File: src/rtl/deskew_pkg.sv
// Shared types and helpers for the deskew collector: FSM state encoding,
// the default lane width and the beats-per-collection formula.
package deskew_pkg;

   typedef enum logic [1:0] {IDLE, RUN, DRAIN} state_t;

   localparam int DEF_LANE_W = 16;

   // Lane j of the last row arrives j beats late, so a collection needs DIM-1 extra beats.
   function automatic int beat_total(input int rows, input int dim);
      return rows + dim - 1;
   endfunction

endpackage

File: src/rtl/deskew_collector_skid_buf2.sv
// Two-entry valid/ready buffer carrying a row word plus a last flag.
// o_occ is exported so the producer can throttle itself without looking at i_ready.
module skid_buf2 #(
   parameter int W = 8
) (
   input  logic         clk,
   input  logic         rst_n,
   input  logic         i_push,
   input  logic [W-1:0] i_data,
   input  logic         i_last,
   input  logic         i_ready,
   output logic         o_valid,
   output logic [W-1:0] o_data,
   output logic         o_last,
   output logic [1:0]   o_occ
);

   logic [W-1:0] r_mem [2];
   logic         r_lst [2];
   logic         r_wr;
   logic         r_rd;
   logic [1:0]   r_occ;
   logic         w_push;
   logic         w_pop;

   assign w_pop  = o_valid && i_ready;
   assign w_push = i_push && (r_occ != 2'd2);

   always_ff @(posedge clk) begin
      if (!rst_n) begin
         r_mem[0] <= '0;
         r_mem[1] <= '0;
         r_lst[0] <= 1'b0;
         r_lst[1] <= 1'b0;
         r_wr     <= 1'b0;
         r_rd     <= 1'b0;
         r_occ    <= 2'd0;
      end else begin
         if (w_push) begin
            r_mem[r_wr] <= i_data;
            r_lst[r_wr] <= i_last;
            r_wr        <= ~r_wr;
         end
         if (w_pop) r_rd <= ~r_rd;
         case ({w_push, w_pop})
            2'b10:   r_occ <= r_occ + 2'd1;
            2'b01:   r_occ <= r_occ - 2'd1;
            default: r_occ <= r_occ;
         endcase
      end
   end

   assign o_valid = (r_occ != 2'd0);
   assign o_data  = r_mem[r_rd];
   assign o_last  = r_lst[r_rd];
   assign o_occ   = r_occ;

endmodule

File: src/rtl/deskew_collector.sv
// Removes the per-lane stagger of a skewed row stream with beat-gated delay
// chains and hands whole aligned rows downstream through a 2-entry buffer.
module deskew_collector
   import deskew_pkg::*;
#(
   parameter int DIM   = 8,
   parameter int BITS  = DEF_LANE_W,
   parameter int ROW_W = 8
) (
   input  logic                clk,
   input  logic                rst_n,
   input  logic                start,
   input  logic [ROW_W-1:0]    num_rows,
   input  logic                en,
   input  logic [DIM*BITS-1:0] d,
   output logic                in_rdy,
   output logic                out_valid,
   input  logic                out_ready,
   output logic [DIM*BITS-1:0] out_data,
   output logic                out_last,
   output logic                busy,
   output logic                done
);

   localparam int BW = ROW_W + $clog2(DIM);

   state_t              r_state;
   logic [BW-1:0]       r_beat;
   logic [BW-1:0]       r_total;
   logic [ROW_W-1:0]    r_row;
   logic [ROW_W-1:0]    r_rows;
   logic                r_done;
   logic                w_start_acc;
   logic                w_beat_acc;
   logic                w_push;
   logic                w_final_beat;
   logic                w_row_last;
   logic [1:0]          w_occ;
   logic [DIM*BITS-1:0] w_row;

   // Throttling uses occupancy only, so in_rdy never combinationally depends on out_ready.
   assign in_rdy       = (r_state == RUN) && (w_occ != 2'd2);
   assign w_start_acc  = start && (r_state == IDLE);
   assign w_beat_acc   = en && in_rdy;
   assign w_push       = w_beat_acc && (r_beat >= BW'(DIM - 1));
   assign w_final_beat = w_beat_acc && (r_beat == r_total - BW'(1));
   assign w_row_last   = (r_row == r_rows - ROW_W'(1));

   always_ff @(posedge clk) begin
      if (!rst_n) begin
         r_state <= IDLE;
         r_beat  <= '0;
         r_total <= '0;
         r_row   <= '0;
         r_rows  <= '0;
         r_done  <= 1'b0;
      end else begin
         r_done <= 1'b0;
         case (r_state)
            IDLE: if (start) begin
               r_beat  <= '0;
               r_row   <= '0;
               r_rows  <= num_rows;
               r_total <= BW'(beat_total(int'(num_rows), DIM));
               if (num_rows != '0) r_state <= RUN;
               else                r_done  <= 1'b1;
            end
            RUN: if (w_beat_acc) begin
               r_beat <= r_beat + BW'(1);
               if (w_push)       r_row   <= r_row + ROW_W'(1);
               if (w_final_beat) r_state <= DRAIN;
            end
            DRAIN: if (out_valid && out_ready && out_last) begin
               r_state <= IDLE;
               r_done  <= 1'b1;
            end
            default: r_state <= IDLE;
         endcase
      end
   end

   // Lane j waits DIM-1-j accepted beats so that all lanes of a row meet at the chain heads.
   for (genvar j = 0; j < DIM - 1; j++) begin : g_lane
      localparam int L = DIM - 1 - j;
      logic [BITS-1:0] r_dly [L];

      always_ff @(posedge clk) begin
         if (!rst_n || w_start_acc) begin
            for (int i = 0; i < L; i++) r_dly[i] <= '0;
         end else if (w_beat_acc) begin
            r_dly[0] <= d[j*BITS +: BITS];
            for (int i = 1; i < L; i++) r_dly[i] <= r_dly[i-1];
         end
      end

      assign w_row[j*BITS +: BITS] = r_dly[L-1];
   end
   assign w_row[(DIM-1)*BITS +: BITS] = d[(DIM-1)*BITS +: BITS];

   skid_buf2 #(.W(DIM*BITS)) u_buf (
      .clk     (clk),
      .rst_n   (rst_n),
      .i_push  (w_push),
      .i_data  (w_row),
      .i_last  (w_row_last),
      .i_ready (out_ready),
      .o_valid (out_valid),
      .o_data  (out_data),
      .o_last  (out_last),
      .o_occ   (w_occ)
   );

   assign busy = (r_state != IDLE);
   assign done = r_done;

endmodule

File: config.mk
export PLATFORM = sky130hd
export DESIGN_NAME = deskew_collector
export DESIGN_NICKNAME = d
export VERILOG_FILES = /design/src/rtl/deskew_pkg.sv /design/src/rtl/deskew_collector_skid_buf2.sv /design/src/rtl/deskew_collector.sv
export SDC_FILE = /design/constraint.sdc
export NUM_CORES = 1
export LEC_CHECK = 0
export BUFFER_PORTS_ARGS = -buffer_cell sky130_fd_sc_hd__buf_4
export CAP_MARGIN = 40
export CORE_MARGIN = 8
export CORE_UTILIZATION = 55
export CTS_BUF_LIST = sky130_fd_sc_hd__clkbuf_4 sky130_fd_sc_hd__clkbuf_8
export DETAILED_ROUTE_END_ITERATION = 10
export GPL_TIMING_DRIVEN = 0
export PLACE_DENSITY_LB_ADDON = 0.08
export SETUP_SLACK_MARGIN = 0.15
export SLEW_MARGIN = 20
export SYNTH_ARGS = -nofsm -noshare
export SYNTH_HDL_FRONTEND = slang
export SYNTH_SLANG_ARGS = --single-unit
File: constraint.sdc
create_clock -name clk -period 35.3 [get_ports clk]
set_clock_uncertainty 0.05 [all_clocks]
set_input_delay 1.765 -clock clk [delete_from_list [all_inputs] [get_ports clk]]
set_output_delay 1.765 -clock clk [all_outputs]
set_load 0.02 [all_outputs]
==> summary.txt <==
Outcome
  – Status: finished, final reports clean

Setup path
  – Reg2Reg Launch Point: r_state[1]
  – CP Data Arrival Time: 2680 ps
  – Worst path max stage delay: 510 ps
  – CP most frequent cell: clkbuf_1
  – Critical Path Sink Type: output pin
  – Critical Path, Cell by Cell: clkbuf_1 -> buf_6 -> clkbuf_1 -> mux2_2 -> buf_4
  – Slowest-stage cell, CP: clkbuf_1
  – CP Class: reg -> out
  – CP delay by family, top: buffers and inverters
  – CP Max Fanout: 10
  – WP data required: 33490 ps
  – Reg2Reg Depth: 9
  – CP Depth: 5
  – Buffer and inverter count on the worst path: 4
  – Crit path launch type: flip-flop
  – R2R Setup Slk: 32000 ps

Synth
  – Area leader, netlist: edfxtp_1
  – Synth area leaders: edfxtp_1 70%, and2_1 14%, mux2_2 4.8%
  – Ys Warns: 0
  – Fraction of registers with async set or reset after synthesis: 0
  – Syn avg cell area: 15.4 µm²
  – XOR/XNOR share of the synthesized area: 0.0143
  – Largest family of logic cells by synthesized area: simple AND/OR/NAND/NOR gates
  – Synth Area in Compound Gates: 0.0118
  – Synth Cell Area: 30000 µm²
  – Top-area cell type share of the netlist area: 0.704
  – Top_reg_cell synth: edfxtp_1
  – Simple-gate share of the synthesized area: 0.172
  – EDFF count, synth: 704
  – Fraction of synthesized area in multiplexers: 0.0484
  – Synth cell types: 51
  – Cells after Synth: 1949
  – Seq/Total Area, Yosys: 0.735
  – Synthesized Nets: 2097
  – Yosys reg bits: 750
  – Adder-Cell Fraction of Synth Area: 0.00292

Finish
  – Most frequent cells in the layout: 704 x edfxtp_1, 694 x and2_1, 273 x buf_4
  – Final design utilization: 0.662
  – Fill cells: 3876
  – Nets: 2509
  – Commonest non-fill, non-tap cell in the layout: edfxtp_1
  – Share of cells above drive strength 1: 0.258
  – Area grow syn2layout: 18.8%
  – Diode count: 0

Die
  – Die height: 250 µm
  – Core area: 53900 µm²
  – IO Count: 274
  – Initial Util: 0.557
  – Row Count: 85
  – Die Area: 62300 µm²
  – Die X: 250 µm

STA
  – Period utilisation layout: 0.127
  – Clock period minus worst slack: 4490 ps
  – Maximum clock rate: 223 MHz
  – Worst Tran Pin Value: 652 ps
  – Setup TNS after final layout: 0 ps
  – Fin. Hold Viols: 0
  – Slew Limit Fails: 0
  – RSZ-0062 raised after global routing: no
  – Relative slew slack: 0.564
  – Final Setup Violations: 0

Placed design
  – Post-detail-place hpwl: 39100 µm
  – IO Port Bufs: 273
  – RD Place Congestion: 0.847

Detailed routing
  – Via density per instance: 5.04
  – Router iterations before antenna repair: 7
  – WL/cell: 18.1 µm
  – Total wire length: 57000 µm
  – DRC: 0
  – DRT iter0 DRCs: 890
  – Antenna-violating nets left: 0
  – Via count: 15900

Clock network
  – CTS buffer count: 117
  – H-tree levels: 3
  – Skew-Pair Late Insertion Delay: 690 ps
  – Clock slew at reported path FFs: 60 ps
  – Clk sink count: 750
  – Post-CTS setup buffers: 0
  – Resize count post-CTS: 0
  – CTS Buffer Depth: 3
  – CTS tree: built
  – Hold_buf cts: 0
  – Root Buffer: clkbuf_8

Global route
  – Tot GR Track Use: 0.182
  – Largest net degree at the start of global routing: 57
  – Gr ovfl total: 0
  – Initial antenna violation count: 1
  – Vias in the first global route: 16500
  – Global-route wire length before repair: 89300 µm

Worst hold path
  – Hold path depth: 2
  – Hold WC Path Type: reg -> reg
  – Hold Startpoint: u_buf.r_lst[0]

Pwr
  – Power Total: 1.81 mW
  – Pwr Density: 50.8 nW/µm²
  – Leakage: 14.2 nW
  – Peak supply drop: 32.8 µV

Job
  – Max-cap violations: 0
## report_power, final
| group | switching, mW | internal, mW |
|---|---|---|
| registers | 0.0132 | 1.02 |
| logic | 0.0546 | 0.0385 |
| clock network | 0.322 | 0.363 |
## registers in the layout, indices dropped and copies added, names as in the netlist, named ones only
register,count
r_rows,8
r_total,9
r_beat,11
u_buf.r_mem,256
r_row,8
u_buf.o_occ,2
u_buf.r_rd,1
u_buf.r_wr,1
u_buf.r_lst,2
r_state,2
g_lane.r_dly,448
done,1
## worst reg2reg max path: stages, from the launching register on
cell	delay, ps
dfxtp_1	370
nand2b_1	230
or2_2	290
buf_2	190
clkbuf_1	260
nand3_4	390
buf_12	310
buf_12	300
buf_12	250
buf_12	290
## path summary, 6_finish.rpt
path                                 end
setup reg to reg  g_lane[2].r_dly[0][23]
hold reg to reg           u_buf.r_lst[0]
hold / removal            u_buf.r_lst[0]
setup / recovery            out_data[95]
## area by class of cell
cell class,count,area [µm²],share of cell area
multi-input cells,1081,7520,0.211
clock inverters,60,322,0.00901
well taps,696,871,0.0244
plain buffers,108,434,0.0122
flip-flops and latches,750,22100,0.618
clock buffers,152,1890,0.0530
inverters,10,37.5,0.00105
repair buffers,293,2530,0.0710
## cells by family after synthesis
logic type | count (synthesis)
and+or+nand+nor | 848
muxes | 129
buffers and inverters | 118
DFF | 750
AOI/OAI and AO/OA | 48
adders and majority gates | 7
xor gates and xnor gates | 49
## routing by layer
layer / track usage / part of all wire / vias up
li1: - / - / 7696
met1: 0.235 / 0.43 / 7709
met2: 0.308 / 0.50 / 386
met3: 0.0414 / 0.057 / 87
met4: 0.0492 / 0.017 / 2
met5: 0 / 0.00030 / -
## Yosys cell counts (all sizes together) (2+ instances only)
library cell / n
o21ai: 8
nor2: 25
inv: 10
or3: 3
mux2: 129
nor3: 9
nor2b: 3
o211a: 5
edfxtp: 704
nand4: 8
a21boi: 13
or2: 5
nor3b: 3
clkbuf: 85
a211oi: 2
a32oi: 2
dfxtp: 46
nor4: 5
o21a: 2
nor4b: 3
nand2: 41
ha: 7
and3: 25
xnor2: 22
and4: 2
xor2: 27
a21oi: 5
buf: 23
nand3: 14
nand2b: 5
and2: 694
o2111ai: 2
## per-stage QoR
stage,setup slack (ps),hold slack [ps],area (µm²),cells
global route,30610,462,35700,3150
finish,30810,434,35700,3150
detailed placement,30550,425,33500,2938
CTS,30670,433,35700,3150
floorplan,18700,383,30000,1949
global placement,13080,397,32900,2918
Power figures use the tool's default switching activity.
